### src/rtl/afe_tot_meas_if.sv
// afe_tot_meas_if: groups the trigger/discriminator inputs and the readout bus
// of the TOT measurement stage.
//   INJ_IN, COMP     : asynchronous trigger and discriminator inputs
//   HIT              : synchronised COMP
//   RD_EN            : one-cycle pop request from the SPI readout
//   DATA, VALID      : FIFO head record {TOA, TOT} and not-empty flag
//   OVF, CLR_OVF     : sticky overflow flag and its synchronous clear
// master = stimulus/readout side, slave = measurement stage.
interface afe_tot_meas_if #(
  parameter int unsigned CNT_W = 8
);
  logic               INJ_IN;
  logic               COMP;
  logic               HIT;
  logic               RD_EN;
  logic [2*CNT_W-1:0] DATA;
  logic               VALID;
  logic               OVF;
  logic               CLR_OVF;

  modport master (
    output INJ_IN, COMP, RD_EN, CLR_OVF,
    input  HIT, DATA, VALID, OVF
  );

  modport slave (
    input  INJ_IN, COMP, RD_EN, CLR_OVF,
    output HIT, DATA, VALID, OVF
  );
endinterface

### src/rtl/afe_tot_meas.sv
// afe_tot_meas: time-over-threshold front stage. Synchronises the injection
// trigger and discriminator, measures TOA (injection to comparator rise) and
// TOT (comparator high time) in CLK cycles and buffers {TOA, TOT} records in
// a small FIFO popped by the SPI readout.
//   CLK   : system clock
//   RST_B : asynchronous active-low reset
//   bus   : afe_tot_meas_if slave modport (see interface header)
module afe_tot_meas #(
  parameter int unsigned CNT_W      = 8,
  parameter int unsigned FIFO_DEPTH = 4
) (
  input logic           CLK,
  input logic           RST_B,
  afe_tot_meas_if.slave bus
);

  localparam int unsigned REC_W = 2 * CNT_W;
  localparam int unsigned AW    = $clog2(FIFO_DEPTH);
  localparam int unsigned PW    = AW + 1;
  localparam logic [CNT_W-1:0] CNT_MAX = '1;

  typedef enum logic [1:0] {IDLE, ARMED, TOT} state_t;

  // bit0/bit1 form the synchroniser, bit2 is the edge-detect history
  logic [2:0]       inj_sync_q, inj_sync_d;
  logic [2:0]       comp_sync_q, comp_sync_d;
  state_t           state_q, state_d;
  logic [CNT_W-1:0] toa_q, toa_d;
  logic [CNT_W-1:0] tot_q, tot_d;
  logic [REC_W-1:0] mem_q [FIFO_DEPTH];
  logic [REC_W-1:0] mem_d [FIFO_DEPTH];
  logic [PW-1:0]    wr_ptr_q, wr_ptr_d;
  logic [PW-1:0]    rd_ptr_q, rd_ptr_d;
  logic             ovf_q, ovf_d;

  logic             inj_rise, comp_rise, comp_fall;
  logic [CNT_W-1:0] toa_inc;
  logic             push;
  logic [REC_W-1:0] push_rec;
  logic [PW-1:0]    count;
  logic             empty, full, pop, wr_en, drop;

  assign inj_rise  = inj_sync_q[1] & ~inj_sync_q[2];
  assign comp_rise = comp_sync_q[1] & ~comp_sync_q[2];
  assign comp_fall = ~comp_sync_q[1] & comp_sync_q[2];
  assign toa_inc   = toa_q + CNT_W'(1);

  always_comb begin
    inj_sync_d  = {inj_sync_q[1:0], bus.INJ_IN};
    comp_sync_d = {comp_sync_q[1:0], bus.COMP};
    state_d     = state_q;
    toa_d       = toa_q;
    tot_d       = tot_q;
    push        = 1'b0;
    push_rec    = '0;

    unique case (state_q)
      IDLE: begin
        if (inj_rise) begin
          toa_d = '0;
          if (comp_rise) begin
            tot_d   = CNT_W'(1);
            state_d = TOT;
          end else begin
            state_d = ARMED;
          end
        end
      end
      ARMED: begin
        // The cycle of the COMP rise still counts toward TOA, so the frozen
        // value equals the cycle distance between the two detect cycles.
        toa_d = inj_rise ? '0 : toa_inc;
        if (comp_rise) begin
          tot_d   = CNT_W'(1);
          state_d = TOT;
        end else if (!inj_rise && toa_inc == CNT_MAX) begin
          push     = 1'b1;
          push_rec = {CNT_MAX, {CNT_W{1'b0}}};
          state_d  = IDLE;
        end
      end
      TOT: begin
        if (comp_fall) begin
          push     = 1'b1;
          push_rec = {toa_q, tot_q};
          state_d  = IDLE;
        end else if (comp_sync_q[1] && tot_q != CNT_MAX) begin
          tot_d = tot_q + CNT_W'(1);
        end
      end
      default: state_d = IDLE;
    endcase
  end

  // FIFO: a pop frees a slot in the same cycle, so push-while-full only drops
  // when no pop accompanies it; a pop on an empty FIFO is never taken.
  always_comb begin
    count    = wr_ptr_q - rd_ptr_q;
    empty    = (count == '0);
    full     = (count == PW'(FIFO_DEPTH));
    pop      = bus.RD_EN & ~empty;
    wr_en    = push & (~full | pop);
    drop     = push & full & ~pop;
    mem_d    = mem_q;
    wr_ptr_d = wr_ptr_q;
    rd_ptr_d = rd_ptr_q;
    if (wr_en) begin
      mem_d[wr_ptr_q[AW-1:0]] = push_rec;
      wr_ptr_d                = wr_ptr_q + PW'(1);
    end
    if (pop) begin
      rd_ptr_d = rd_ptr_q + PW'(1);
    end
    ovf_d = drop | (ovf_q & ~bus.CLR_OVF);
  end

  always_ff @(posedge CLK or negedge RST_B) begin
    if (!RST_B) begin
      inj_sync_q  <= '0;
      comp_sync_q <= '0;
      state_q     <= IDLE;
      toa_q       <= '0;
      tot_q       <= '0;
      mem_q       <= '{default: '0};
      wr_ptr_q    <= '0;
      rd_ptr_q    <= '0;
      ovf_q       <= 1'b0;
    end else begin
      inj_sync_q  <= inj_sync_d;
      comp_sync_q <= comp_sync_d;
      state_q     <= state_d;
      toa_q       <= toa_d;
      tot_q       <= tot_d;
      mem_q       <= mem_d;
      wr_ptr_q    <= wr_ptr_d;
      rd_ptr_q    <= rd_ptr_d;
      ovf_q       <= ovf_d;
    end
  end

  assign bus.HIT   = comp_sync_q[1];
  assign bus.VALID = ~empty;
  assign bus.DATA  = empty ? '0 : mem_q[rd_ptr_q[AW-1:0]];
  assign bus.OVF   = ovf_q;

endmodule
### src/flat_wrapper.sv
// flat-port wrapper written by rule: the top's interface ports become plain ports
module afe_tot_meas_flat 
#(
  parameter int unsigned CNT_W      = 8,
  parameter int unsigned FIFO_DEPTH = 4
)
  (CLK, RST_B, bus_INJ_IN, bus_COMP, bus_RD_EN, bus_CLR_OVF, bus_HIT, bus_DATA, bus_VALID, bus_OVF);
  afe_tot_meas_if #(.CNT_W(CNT_W)) bus_i ();
  input logic CLK;
  input logic RST_B;
  input wire logic [$bits(bus_i.INJ_IN)-1:0] bus_INJ_IN;
  input wire logic [$bits(bus_i.COMP)-1:0] bus_COMP;
  input wire logic [$bits(bus_i.RD_EN)-1:0] bus_RD_EN;
  input wire logic [$bits(bus_i.CLR_OVF)-1:0] bus_CLR_OVF;
  output wire logic [$bits(bus_i.HIT)-1:0] bus_HIT;
  output wire logic [$bits(bus_i.DATA)-1:0] bus_DATA;
  output wire logic [$bits(bus_i.VALID)-1:0] bus_VALID;
  output wire logic [$bits(bus_i.OVF)-1:0] bus_OVF;
  assign bus_i.INJ_IN = bus_INJ_IN;
  assign bus_i.COMP = bus_COMP;
  assign bus_i.RD_EN = bus_RD_EN;
  assign bus_i.CLR_OVF = bus_CLR_OVF;
  assign bus_HIT = bus_i.HIT;
  assign bus_DATA = bus_i.DATA;
  assign bus_VALID = bus_i.VALID;
  assign bus_OVF = bus_i.OVF;
  afe_tot_meas #(.CNT_W(CNT_W), .FIFO_DEPTH(FIFO_DEPTH)) u_core (.CLK(CLK), .RST_B(RST_B), .bus(bus_i));
endmodule
### config.mk
export PLATFORM = sky130hd
export DESIGN_NAME = afe_tot_meas_flat
export DESIGN_NICKNAME = d
export VERILOG_FILES = /design/src/rtl/afe_tot_meas_if.sv /design/src/rtl/afe_tot_meas.sv /design/src/flat_wrapper.sv
export SDC_FILE = /design/constraint.sdc
export NUM_CORES = 1
export LEC_CHECK = 0
export BUFFER_PORTS_ARGS = -buffer_cell sky130_fd_sc_hd__buf_2
export CORE_MARGIN = 3
export CORE_UTILIZATION = 55
export CTS_CLUSTER_DIAMETER = 200
export DETAILED_ROUTE_END_ITERATION = 16
export HOLD_SLACK_MARGIN = 0.08
export PLACE_DENSITY = 0.81
export SLEW_MARGIN = 20
export SYNTH_ARGS = -nofsm -noshare
export SYNTH_HDL_FRONTEND = slang
export SYNTH_SLANG_ARGS = --single-unit
### constraint.sdc
create_clock -name CLK -period 2.75 [get_ports CLK]
set_clock_uncertainty 0.05 [all_clocks]
set_input_delay 0 -clock CLK [delete_from_list [all_inputs] [get_ports CLK]]
set_output_delay 0 -clock CLK [all_outputs]
set_load 0.05 [all_outputs]
==> flow_summary_export.csv <==
group,metric,value,unit
sta,worst_slew_margin_rel,0.496,
grt,grt_max_degree,61,
finish,syn2layout_area_growth,11.3,%
yosys,synthArstFlopShare,1.00,
finish,layout_common_cells,"93 x dfrtp_1, 32 x nand2_1, 32 x o2bb2ai_1, 23 x buf_2, 20 x o21ai_0",
clock_network,clock-root-buffer,"clkbuf_8",
min_path,hp-class,"in2reg",
grt,grt_pass1_vias,3467,
critical_path,worstPathRequired,3.02,ns
finish,nNetsFinal,449,
clock_network,cts.sinks,95,
die,rows,33,
detailed_routing,dr.pass1.iters,5,
die,io_pins,25,
detailed_routing,routedLengthMet1,4480,um
critical_path,crit_path_max_fanout,12,
yosys,ys_warn_count,0,
die,die_area,0.00975,mm2
detailed_routing,wl_met3,518,um
die,core_area,0.00830,mm2
grt,grt_overflow,0,
sta,final-setup-viol-count,0,
yosys,ys_seq_elements,95,
critical_path,crit_path_end_kind,"register",
finish,drive_gt1_frac,0.235,
clock_network,worstSkewPairLatency,0.37,ns
critical_path,start_kind,"register",
place,placed_cell_area,0.00497,mm2
yosys,synth_nets,418,
finish,n_fill_cell,610,
clock_network,numCtsBuffers,9,
detailed_routing,vias_per_cell,6.22,
pwr,p_leak,2.39,nW
grt,antenna_found_initial,0,
yosys,synth-simple-area-share,0.116,
pwr,p_per_area,846,mW/mm2
grt,grt_pass1_wl,17300,um
clock_network,cts_tree,"done",
grt,grtUsageTotal,0.223,
sta,tns,0,ns
detailed_routing,drtIter0Drc,149,
detailed_routing,postRouteAntennaNets,0,
pwr,power.total,4.46,mW
sta,setup_ws,0.135,ns
detailed_routing,wl_per_cell,19.3,um
yosys,synthXorXnorAreaFrac,0.0130,
yosys,syn-cell-area,0.00473,mm2
finish,antenna_cells,0,
pwr,vdd_drop_max,0.439,mV
yosys,synth_top_family_by_area,"compound AO/OA/AOI/OAI gates",
place,routabilityCongestion,0.867,
yosys,synth_compound_area_frac,0.170,
detailed_routing,routed.top_layer,"met4",
sta,slew_violations,0,
yosys,syn_area_per_cell,11.9,um2
yosys,synthFlopType,"dfrtp_1",
die,die_w,98.7,um
place,dp_hpwl,7050,um
yosys,syn_inst,398,
die,die_h,98.7,um
sta,max_freq,382,MHz
clock_network,post_cts_buffers,0,
finish,seq_area,0.00238,mm2
yosys,synth_seq_area_share,0.503,
detailed_routing,drc,0,
critical_path,critical_path_arrival,2.88,ns
finish,post-route-util,0.634,
clock_network,cts_buffer_depth,2,
sta,tightest_slew,0.754,ns
place,dp_slack,0.126,ns
detailed_routing,wl_met2,5310,um
detailed_routing,via_count,3353,
detailed_routing,wirelength,10400,um
yosys,synth_mux_area_frac,0.115,
clock_network,path_clk_slew,0.11,ns
sta,finalCritPeriodShare,0.951,
place,numPortBuffers,24,
yosys,synth-edff-count,0,
critical_path,worstSetupPathType,"reg2reg",
sta,period_minus_slack,2.61,ns
die,initial_utilization,0.570,
sta,hold_violations,0,
status,status,"complete, no violations",
clock_network,htreeDepth,3,
finish,final_common_cell,"dfrtp_1",
yosys,ys_types,48,
flow_run,drv_cap,0,
finish,post-route-cell-area,0.00526,mm2
yosys,synth_fa_ha_area_frac,0.0370,
finish,multi_input_area,0.00214,mm2
[synthesized netlist by cell type (2+ instances only)]
master	n	area share
buf_6	4	0.0095
nor3b_1	2	0.0032
mux2_4	4	0.013
clkbuf_1	13	0.010
mux2_2	11	0.026
nor2b_1	6	0.0079
xnor2_1	5	0.0093
or2_2	3	0.0040
or3_1	3	0.0040
o211ai_1	5	0.0079
inv_1	14	0.011
a21oi_1	7	0.0074
ha_1	14	0.037
a22o_1	5	0.0093
nand3_1	12	0.013
nor2_1	8	0.0063
o21ai_0	20	0.021
nand2b_1	4	0.0053
o22ai_1	3	0.0040
nor3_1	7	0.0074
a22oi_1	2	0.0032
dfrtp_1	95	0.50
o31ai_1	2	0.0032
or2_4	3	0.0056
nand2_1	32	0.025
xor2_1	2	0.0037
mux4_2	16	0.076
a21o_1	3	0.0048
a21boi_0	2	0.0032
buf_4	3	0.0048
o32a_1	16	0.034
and2_1	16	0.021
buf_2	10	0.011
o2bb2ai_1	32	0.059
[logic make-up (layout without fill, tap and decap cells)]
group                      count (synthesis)  after routing
AOI/OAI and AO/OA                        104            104
xor gates and xnor gates                   7              7
adders and majority gates                 14             14
buffers and inverters                     44             80
DFF                                       95             95
muxes                                     31             31
and+or+nand+nor                          103            103
[metal layers]
layer	vias up	track usage
met1	1711	0.294
met3	14	0.0460
met5	-	0
met4	0	0.0641
met2	99	0.373
li1	1529	-
[final timing paths]
path | start | to | slack, ns | cells after the start
max in group asynchronous | RST_B | u_core.mem_q[33] | 0.66 | 4
max reg2reg | u_core.toa_q[3] | u_core.bus.OVF | 0.14 | 7
max | u_core.toa_q[3] | u_core.bus.OVF | 0.14 | 7
min in group asynchronous | RST_B | u_core.tot_q[3] | 0.55 | 3
min | bus_COMP | u_core.comp_sync_q[0] | 0.22 | 2
min reg2reg | u_core.inj_sync_q[0] | u_core.inj_sync_q[1] | 0.31 | 0
[where the power goes]
part / switching, mW / internal (mW) / total, mW
Clock: 0.583 / 0.368 / 0.951
Sequential: 0.202 / 1.61 / 1.81
Combinational: 1.06 / 0.638 / 1.69
[flip-flops by register name, indices dropped and copies added (netlist names)]
signal / flops
u_core.bus.OVF: 1
u_core.comp_sync_q: 3
u_core.inj_sync_q: 3
u_core.mem_q: 64
u_core.rd_ptr_q: 3
u_core.state_q: 2
u_core.toa_q: 8
u_core.tot_q: 8
u_core.wr_ptr_q: 3
[worst max-delay path, cell delays in order (launching register included)]
cell	delay [ns]
dfrtp_1	0.64
nand4_4	0.15
or3_1	0.39
a211oi_2	0.34
a21oi_4	0.14
buf_4	0.19
o22ai_1	0.09
dlygate4sd3_1	0.56
[metrics by stage]
step           hold WS [ns]  instances
6_report              0.217        539
3_3_place_gp        -0.0665        515
4_1_cts               0.204        539
5_1_grt               0.208        539
2_1_floorplan        -0.346        398
3_5_place_dp        -0.0629        515
[layout make-up]
| cell class | count | area share |
|---|---|---|
| sequential | 95 | 0.452 |
| clock buffer | 9 | 0.0235 |
| inverter | 14 | 0.00998 |
| clock inverter | 7 | 0.0159 |
| multi-input combinational | 259 | 0.407 |
| timing repair buffer | 50 | 0.0666 |
| tap | 105 | 0.0250 |
[timing repair]
action                                  in CTS  in global routing
hold endpoints to repair                   101                  0
gates resized for setup                      0                  3
hold buffers                                 8                  0
endpoints found under the setup margin       0                  5
Note: power is estimated with default switching activity, not from simulation.
